File: src/rtl/stream_pkg.sv
// Shared types and defaults for the ADC -> FIFO -> Costas -> FIFO -> DAC stream sequencer.
package stream_pkg;

  // Binary state encoding; the value is exported on the state port for the ILA.
  typedef enum logic [1:0] {
    ST_IDLE     = 2'd0,
    ST_WAIT_RDY = 2'd1,
    ST_FILL     = 2'd2,
    ST_RUN      = 2'd3
  } state_e;

  localparam int unsigned DEF_CNT_WIDTH     = 16;
  localparam int unsigned DEF_SETTLE_CYCLES = 16;

endpackage

File: src/rtl/stream_flow_ctrl_if.sv
// FIFO-side flags and enables of the streaming path, grouped as one bundle.
interface stream_flow_ctrl_if;
  logic in_wr_rst_busy;
  logic in_rd_rst_busy;
  logic in_almst_empty;
  logic in_almst_full;
  logic out_almst_empty;
  logic out_almst_full;
  logic in_wr_en;
  logic dsp_en;
  logic dac_rd_en;

  // Controller side: reads FIFO status, drives the enables.
  modport master (
    input  in_wr_rst_busy, in_rd_rst_busy, in_almst_empty, in_almst_full,
    input  out_almst_empty, out_almst_full,
    output in_wr_en, dsp_en, dac_rd_en
  );

  // FIFO side: drives status, consumes the enables.
  modport slave (
    output in_wr_rst_busy, in_rd_rst_busy, in_almst_empty, in_almst_full,
    output out_almst_empty, out_almst_full,
    input  in_wr_en, dsp_en, dac_rd_en
  );
endinterface

File: src/rtl/sat_counter.sv
// Saturating event counter: counts inc pulses, sticks at all-ones, cleared only by rst.
module sat_counter #(
  parameter int unsigned WIDTH = 16
) (
  input  logic             clk,
  input  logic             rst,
  input  logic             inc,
  output logic [WIDTH-1:0] q
);

  // Increment unless already saturated.
  always_ff @(posedge clk) begin
    if (rst) begin
      q <= '0;
    end else if (inc && (q != '1)) begin
      q <= q + WIDTH'(1);
    end
  end

endmodule

File: src/rtl/stream_flow_ctrl.sv
// Sequences the streaming path: wait for clocks/FIFO resets, pre-fill the output FIFO, stream.
// All outputs are registered and reflect the inputs sampled on the previous edge.
module stream_flow_ctrl
  import stream_pkg::*;
#(
  parameter int unsigned SETTLE_CYCLES = DEF_SETTLE_CYCLES,
  parameter int unsigned CNT_WIDTH     = DEF_CNT_WIDTH
) (
  input  logic                 clk,
  input  logic                 rst,
  input  logic                 run_req,
  input  logic                 clk_locked,
  input  logic                 adc_locked,
  stream_flow_ctrl_if.master   fifo,
  output logic                 running,
  output logic [1:0]           state,
  output logic [CNT_WIDTH-1:0] ovf_cnt,
  output logic [CNT_WIDTH-1:0] udf_cnt
);

  localparam int unsigned SETTLE_W = (SETTLE_CYCLES > 1) ? $clog2(SETTLE_CYCLES) : 1;
  localparam logic [SETTLE_W-1:0] SETTLE_LAST = SETTLE_W'(SETTLE_CYCLES - 1);

  state_e              state_q;
  logic [SETTLE_W-1:0] settle_q;
  logic                in_wr_en_q;
  logic                dsp_en_q;
  logic                dac_rd_en_q;
  logic                running_q;

  logic ready;
  logic streaming;
  logic ovf_inc;
  logic udf_inc;

  assign ready = clk_locked & adc_locked & ~fifo.in_wr_rst_busy & ~fifo.in_rd_rst_busy;

  // FILL/RUN that will keep moving data this cycle (no stop, no lock loss).
  assign streaming = run_req & ready & ((state_q == ST_FILL) | (state_q == ST_RUN));

  // A sample is dropped whenever the write would have happened but the input FIFO is full.
  assign ovf_inc = streaming & fifo.in_almst_full;

  // Underflow still counts on a lock loss; only a stop request suppresses it.
  assign udf_inc = run_req & (state_q == ST_RUN) & fifo.out_almst_empty;

  // State machine with registered enables; stop request overrides every other transition.
  always_ff @(posedge clk) begin
    if (rst) begin
      state_q     <= ST_IDLE;
      settle_q    <= '0;
      in_wr_en_q  <= 1'b0;
      dsp_en_q    <= 1'b0;
      dac_rd_en_q <= 1'b0;
      running_q   <= 1'b0;
    end else begin
      in_wr_en_q  <= 1'b0;
      dsp_en_q    <= 1'b0;
      dac_rd_en_q <= 1'b0;
      running_q   <= 1'b0;
      if ((state_q != ST_IDLE) && !run_req) begin
        state_q  <= ST_IDLE;
        settle_q <= '0;
      end else begin
        unique case (state_q)
          ST_IDLE: begin
            if (run_req) begin
              state_q  <= ST_WAIT_RDY;
              settle_q <= '0;
            end
          end
          ST_WAIT_RDY: begin
            if (!ready) begin
              settle_q <= '0;
            end else if (settle_q == SETTLE_LAST) begin
              state_q  <= ST_FILL;
              settle_q <= '0;
            end else begin
              settle_q <= settle_q + SETTLE_W'(1);
            end
          end
          ST_FILL, ST_RUN: begin
            if (!ready) begin
              state_q  <= ST_WAIT_RDY;
              settle_q <= '0;
            end else begin
              in_wr_en_q <= ~fifo.in_almst_full;
              dsp_en_q   <= ~fifo.in_almst_empty & ~fifo.out_almst_full;
              if (state_q == ST_FILL) begin
                if (!fifo.out_almst_empty) begin
                  state_q   <= ST_RUN;
                  running_q <= 1'b1;
                end
              end else if (fifo.out_almst_empty) begin
                // Output FIFO drained: stop reading and re-fill.
                state_q <= ST_FILL;
              end else begin
                dac_rd_en_q <= 1'b1;
                running_q   <= 1'b1;
              end
            end
          end
        endcase
      end
    end
  end

  sat_counter #(
    .WIDTH (CNT_WIDTH)
  ) u_ovf_cnt (
    .clk (clk),
    .rst (rst),
    .inc (ovf_inc),
    .q   (ovf_cnt)
  );

  sat_counter #(
    .WIDTH (CNT_WIDTH)
  ) u_udf_cnt (
    .clk (clk),
    .rst (rst),
    .inc (udf_inc),
    .q   (udf_cnt)
  );

  assign fifo.in_wr_en  = in_wr_en_q;
  assign fifo.dsp_en    = dsp_en_q;
  assign fifo.dac_rd_en = dac_rd_en_q;
  assign running        = running_q;
  assign state          = state_q;

endmodule
File: src/flat_wrapper.sv
// flat-port wrapper written by rule: the top's interface ports become plain ports
module stream_flow_ctrl_flat import stream_pkg::*;
#(
  parameter int unsigned SETTLE_CYCLES = DEF_SETTLE_CYCLES,
  parameter int unsigned CNT_WIDTH     = DEF_CNT_WIDTH
)
  (clk, rst, run_req, clk_locked, adc_locked, running, state, ovf_cnt, udf_cnt, fifo_in_wr_rst_busy, fifo_in_rd_rst_busy, fifo_in_almst_empty, fifo_in_almst_full, fifo_out_almst_empty, fifo_out_almst_full, fifo_in_wr_en, fifo_dsp_en, fifo_dac_rd_en);
  stream_flow_ctrl_if fifo_i ();
  input  logic clk;
  input  logic rst;
  input  logic run_req;
  input  logic clk_locked;
  input  logic adc_locked;
  output logic running;
  output logic [1:0] state;
  output logic [CNT_WIDTH-1:0] ovf_cnt;
  output logic [CNT_WIDTH-1:0] udf_cnt;
  input wire logic [$bits(fifo_i.in_wr_rst_busy)-1:0] fifo_in_wr_rst_busy;
  input wire logic [$bits(fifo_i.in_rd_rst_busy)-1:0] fifo_in_rd_rst_busy;
  input wire logic [$bits(fifo_i.in_almst_empty)-1:0] fifo_in_almst_empty;
  input wire logic [$bits(fifo_i.in_almst_full)-1:0] fifo_in_almst_full;
  input wire logic [$bits(fifo_i.out_almst_empty)-1:0] fifo_out_almst_empty;
  input wire logic [$bits(fifo_i.out_almst_full)-1:0] fifo_out_almst_full;
  output wire logic [$bits(fifo_i.in_wr_en)-1:0] fifo_in_wr_en;
  output wire logic [$bits(fifo_i.dsp_en)-1:0] fifo_dsp_en;
  output wire logic [$bits(fifo_i.dac_rd_en)-1:0] fifo_dac_rd_en;
  assign fifo_i.in_wr_rst_busy = fifo_in_wr_rst_busy;
  assign fifo_i.in_rd_rst_busy = fifo_in_rd_rst_busy;
  assign fifo_i.in_almst_empty = fifo_in_almst_empty;
  assign fifo_i.in_almst_full = fifo_in_almst_full;
  assign fifo_i.out_almst_empty = fifo_out_almst_empty;
  assign fifo_i.out_almst_full = fifo_out_almst_full;
  assign fifo_in_wr_en = fifo_i.in_wr_en;
  assign fifo_dsp_en = fifo_i.dsp_en;
  assign fifo_dac_rd_en = fifo_i.dac_rd_en;
  stream_flow_ctrl #(.SETTLE_CYCLES(SETTLE_CYCLES), .CNT_WIDTH(CNT_WIDTH)) u_core (.clk(clk), .rst(rst), .run_req(run_req), .clk_locked(clk_locked), .adc_locked(adc_locked), .fifo(fifo_i), .running(running), .state(state), .ovf_cnt(ovf_cnt), .udf_cnt(udf_cnt));
endmodule
File: config.mk
export PLATFORM = sky130hd
export DESIGN_NAME = stream_flow_ctrl_flat
export DESIGN_NICKNAME = d
export VERILOG_FILES = /design/src/rtl/stream_pkg.sv /design/src/rtl/stream_flow_ctrl_if.sv /design/src/rtl/sat_counter.sv /design/src/rtl/stream_flow_ctrl.sv /design/src/flat_wrapper.sv
export SDC_FILE = /design/constraint.sdc
export NUM_CORES = 1
export LEC_CHECK = 0
export ABC_AREA = 1
export BUFFER_PORTS_ARGS = -buffer_cell sky130_fd_sc_hd__buf_2
export CORE_MARGIN = 1.5
export CORE_UTILIZATION = 49
export DETAILED_ROUTE_END_ITERATION = 6
export PLACE_DENSITY = 0.84
export SYNTH_ARGS = -nofsm -noshare
export SYNTH_HDL_FRONTEND = slang
export SYNTH_SLANG_ARGS = --single-unit
File: constraint.sdc
create_clock -name clk -period 1.7 [get_ports clk]
set_clock_uncertainty 0.05 [all_clocks]
set_input_delay 0.255 -clock clk [delete_from_list [all_inputs] [get_ports clk]]
set_output_delay 0.255 -clock clk [all_outputs]
set_load 0.005 [all_outputs]
==> results.md <==
• **outcome** complete, no violations
• **area of all placed cells without fillers** 2818 um^2
• **Post-Route Setup TNS** 0 ns
• **total clock buffers created by CTS** 5
• **Syn-to-layout area delta** 18.90%
• **via count** 2458
• **register area** 840.8 um^2
• **cell occurring most often along the worst timing path** nand2_1
• **minimum clock period after layout** 1.554 ns
• **Internal Pwr Total** 1.378 mW
• **endpoint type of the worst setup path** flip-flop
• **highest achievable clock rate** 643.3 MHz
• **R2R depth** 11
• **Gate power share** 0.081
• **non-filler instance count after layout** 477
• **crit-path max cell delay** 0.34 ns
• **start-to-end type of the worst setup path** reg2reg
• **Synth Register Bits** 42
• **estimated wirelength of the detail-placed design** 4.239 mm
• **instance area at placement** 2726 um^2
• **cell type contributing the most total cell area after synthesis** dfxtp_1
• **H-Tree Level Count** 2
• **# hold bufs at CTS** 0
• **CTS clk-pin slew, worst paths** 0.08 ns
• **Core Rows** 25
• **largest cells by area after synthesis** dfxtp_1, nand2_1, nor2_1
• **clock network fraction of design power** 0.362
• **number of synthesized flops with an enable pin** 0
• **ports placed on the boundary** 49
• **period utilization** 0.9144
• **layout cells sized above 1** 0.2293
• **routed wire length** 5.488 mm
• **critical-path cell with the highest stage delay** dfxtp_1
• **first-pass GRT wire length** 9.439 mm
• **signal arrival time at the worst endpoint** 1.70 ns
• **proportion of total power due to net switching** 0.2410
• **category of the worst setup path launch point** flip-flop
• **number of buffers added on ports** 48
• **portion of total power attributed to sequential cells** 0.557
• **worst min path class** in2reg
• **Yosys Warn Count** 0
• **max capacitance violation total** 0
• **cells along the critical path** ha_1 > nand2_2 > nor2_2 > nand2_1 > nor2_2 > nor2_2 > buf_4 > nand2_1 > nand2_1 > nand2_1 > nor2_1
• **average vias per placed instance** 5.153
• **area of the placeable core** 4692 um^2
• **FFs w/ async S/R, synth** 0
• **total grt overflow** 0
• **cell types with the highest counts after synthesis** nand2_1, nor2_1, dfxtp_1
• **pin count of the biggest net entering global routing** 23
• **number of cells on the worst hold path** 2
• **overall power consumption** 1.815 mW
• **footprint of the multi-input gates** 1341 um^2
• **DRC marker count from the first detailed-route iteration** 101
• **iteration count of the initial detailed-routing pass** 4
• **final worst hold slack** 0.06145 ns
• **transition time of the tightest slew-check pin** 0.3529 ns
• **mean instance size in the synthesized netlist** 6.583 um^2
• **final routed DRC violation total** 0
• **share of synthesized area occupied by flip-flops and latches** 0.3548
• **Setup WS pre-CTS** 0.1527 ns
• **Max Root-Sink Buffers** 2
• **setup ws final** 0.1456 ns
• **most frequently used cell type in the post-synthesis netlist** nand2_1
• **CTS-repair resized insts** 0
• **number of antenna diodes** 0
• **Slew Limit Fails** 0
• **distinct cell type count of the synthesized netlist** 28
• **number of placed instances with taps included** 469
• **Slew Limit Headroom** 0.7638
• **count of mapped cells out of synthesis** 360
• **clock tree from TritonCTS** built
• **required time reported for the critical path endpoint** 1.84 ns
• **Routed WL per cell** 11.51 um
• **Overall Global Routing Usage** 0.2240
• **Mapped Nets** 374
• **fraction of post-synthesis cell area in the top cell type by area** 0.3548
• **Peak supply drop** 0.4537 mV
• **Clk Latency, worst-skew pair** 0.29 ns
• **Final setup violation count** 0
• **TritonCTS Sinks** 42
• **post-CTS setup buffer count** 0
• **setup repair after global routing missed its margin** no
• **reported leakage power** 1.196 nW
• **highest fanout seen on the critical path** 6
• **number of nets with antenna violations after routing** 0
• **switching power** 437.5 uW
• **Nets** 436
• **fill count** 442
• **library cell used as clock root buffer** clkbuf_8
• **global placer's final weighted congestion** 0.8515
• **Syn Std Cell Area** 2370 um^2
• **initial antenna violation count** 0
• **number of hold violations in the final report** 0
• **die area** 5263 um^2
• **most used flip-flop cell after synthesis** dfxtp_1
• **final standard cell utilization of the core** 0.6005
• **number of global-route vias before repair** 2179
• **Starting Density** 0.5051
• **horizontal die dimension** 72.55 um
• **power density normalized to cell area** 644.3 nW/um^2
• **die span in y** 72.55 um
[final cells by class]
type / instances / area share
clock buffers: 7 / 0.03064
clock inverters: 1 / 0.001776
inverters: 33 / 0.04396
multi-input cells: 277 / 0.4760
flip-flops and latches: 42 / 0.2984
well taps: 54 / 0.02398
repair buffers: 63 / 0.1252
[cells in the final DEF (no fill, tap or decap), types with 8 or more instances in the layout]
cell and count:
nand2_1 120, nor2_1 48, buf_2 48, dfxtp_1 42, inv_1 30, a21oi_1 22, nand3_1 19, buf_4 15
a21oi_2 11, nand4_1 9, o21ai_0 9, xor2_1 8
[logic make-up after synthesis]
| family | share of synthesized area |
|---|---|
| fa+ha+maj | 0.01584 |
| flops | 0.3548 |
| compound gates | 0.1246 |
| xor+xnor | 0.04805 |
| simple gates | 0.3775 |
| buf+inv | 0.07920 |
[final timing paths]
kind	from	end	slack, ns
setup reg to reg	u_core.u_ovf_cnt.q[0]	u_core.u_ovf_cnt.q[8]	0.15
hold / removal	fifo_in_almst_empty	u_core.fifo.dsp_en	0.06
setup / recovery	u_core.u_ovf_cnt.q[0]	u_core.u_ovf_cnt.q[8]	0.15
hold reg to reg	u_core.settle_q[1]	u_core.settle_q[1]	0.43
[critical path: cells and delay by family, from the launching register on]
family                     cells  cell delay [ns]
adders and majority gates      1             0.21
buffers and inverters          1             0.15
DFF                            1             0.34
and+or+nand+nor                9             0.69
[power by group through the flow]
stage	Sequential, mW	Clock [mW]	Combinational [mW]
6_report	1.01	0.657	0.147
5_1_grt	1.01	0.718	0.167
4_1_cts	1.01	0.682	0.147
3_5_place_dp	1.03	0	0.147
3_3_place_gp	1.03	0	0.139
2_1_floorplan	1.03	0	0.0900
[flip-flops by register name (all words and copies together) (netlist names)]
signal                 cells
u_core.fifo.dsp_en         1
u_core.running             1
u_core.settle_q            4
u_core.fifo.dac_rd_en      1
u_core.fifo.in_wr_en       1
u_core.state               2
u_core.u_ovf_cnt.q        16
u_core.u_udf_cnt.q        16
[routing by layer]
metal  GRT usage  wire [um]  vias to the layer above
met1      0.2799       2451                     1101
met4     0.07128         63                        0
li1            -          -                     1270
met2      0.3812       2665                       80
met5           0          0                        -
met3     0.05139        306                        7
Note: power is estimated with default switching activity, not from simulation.
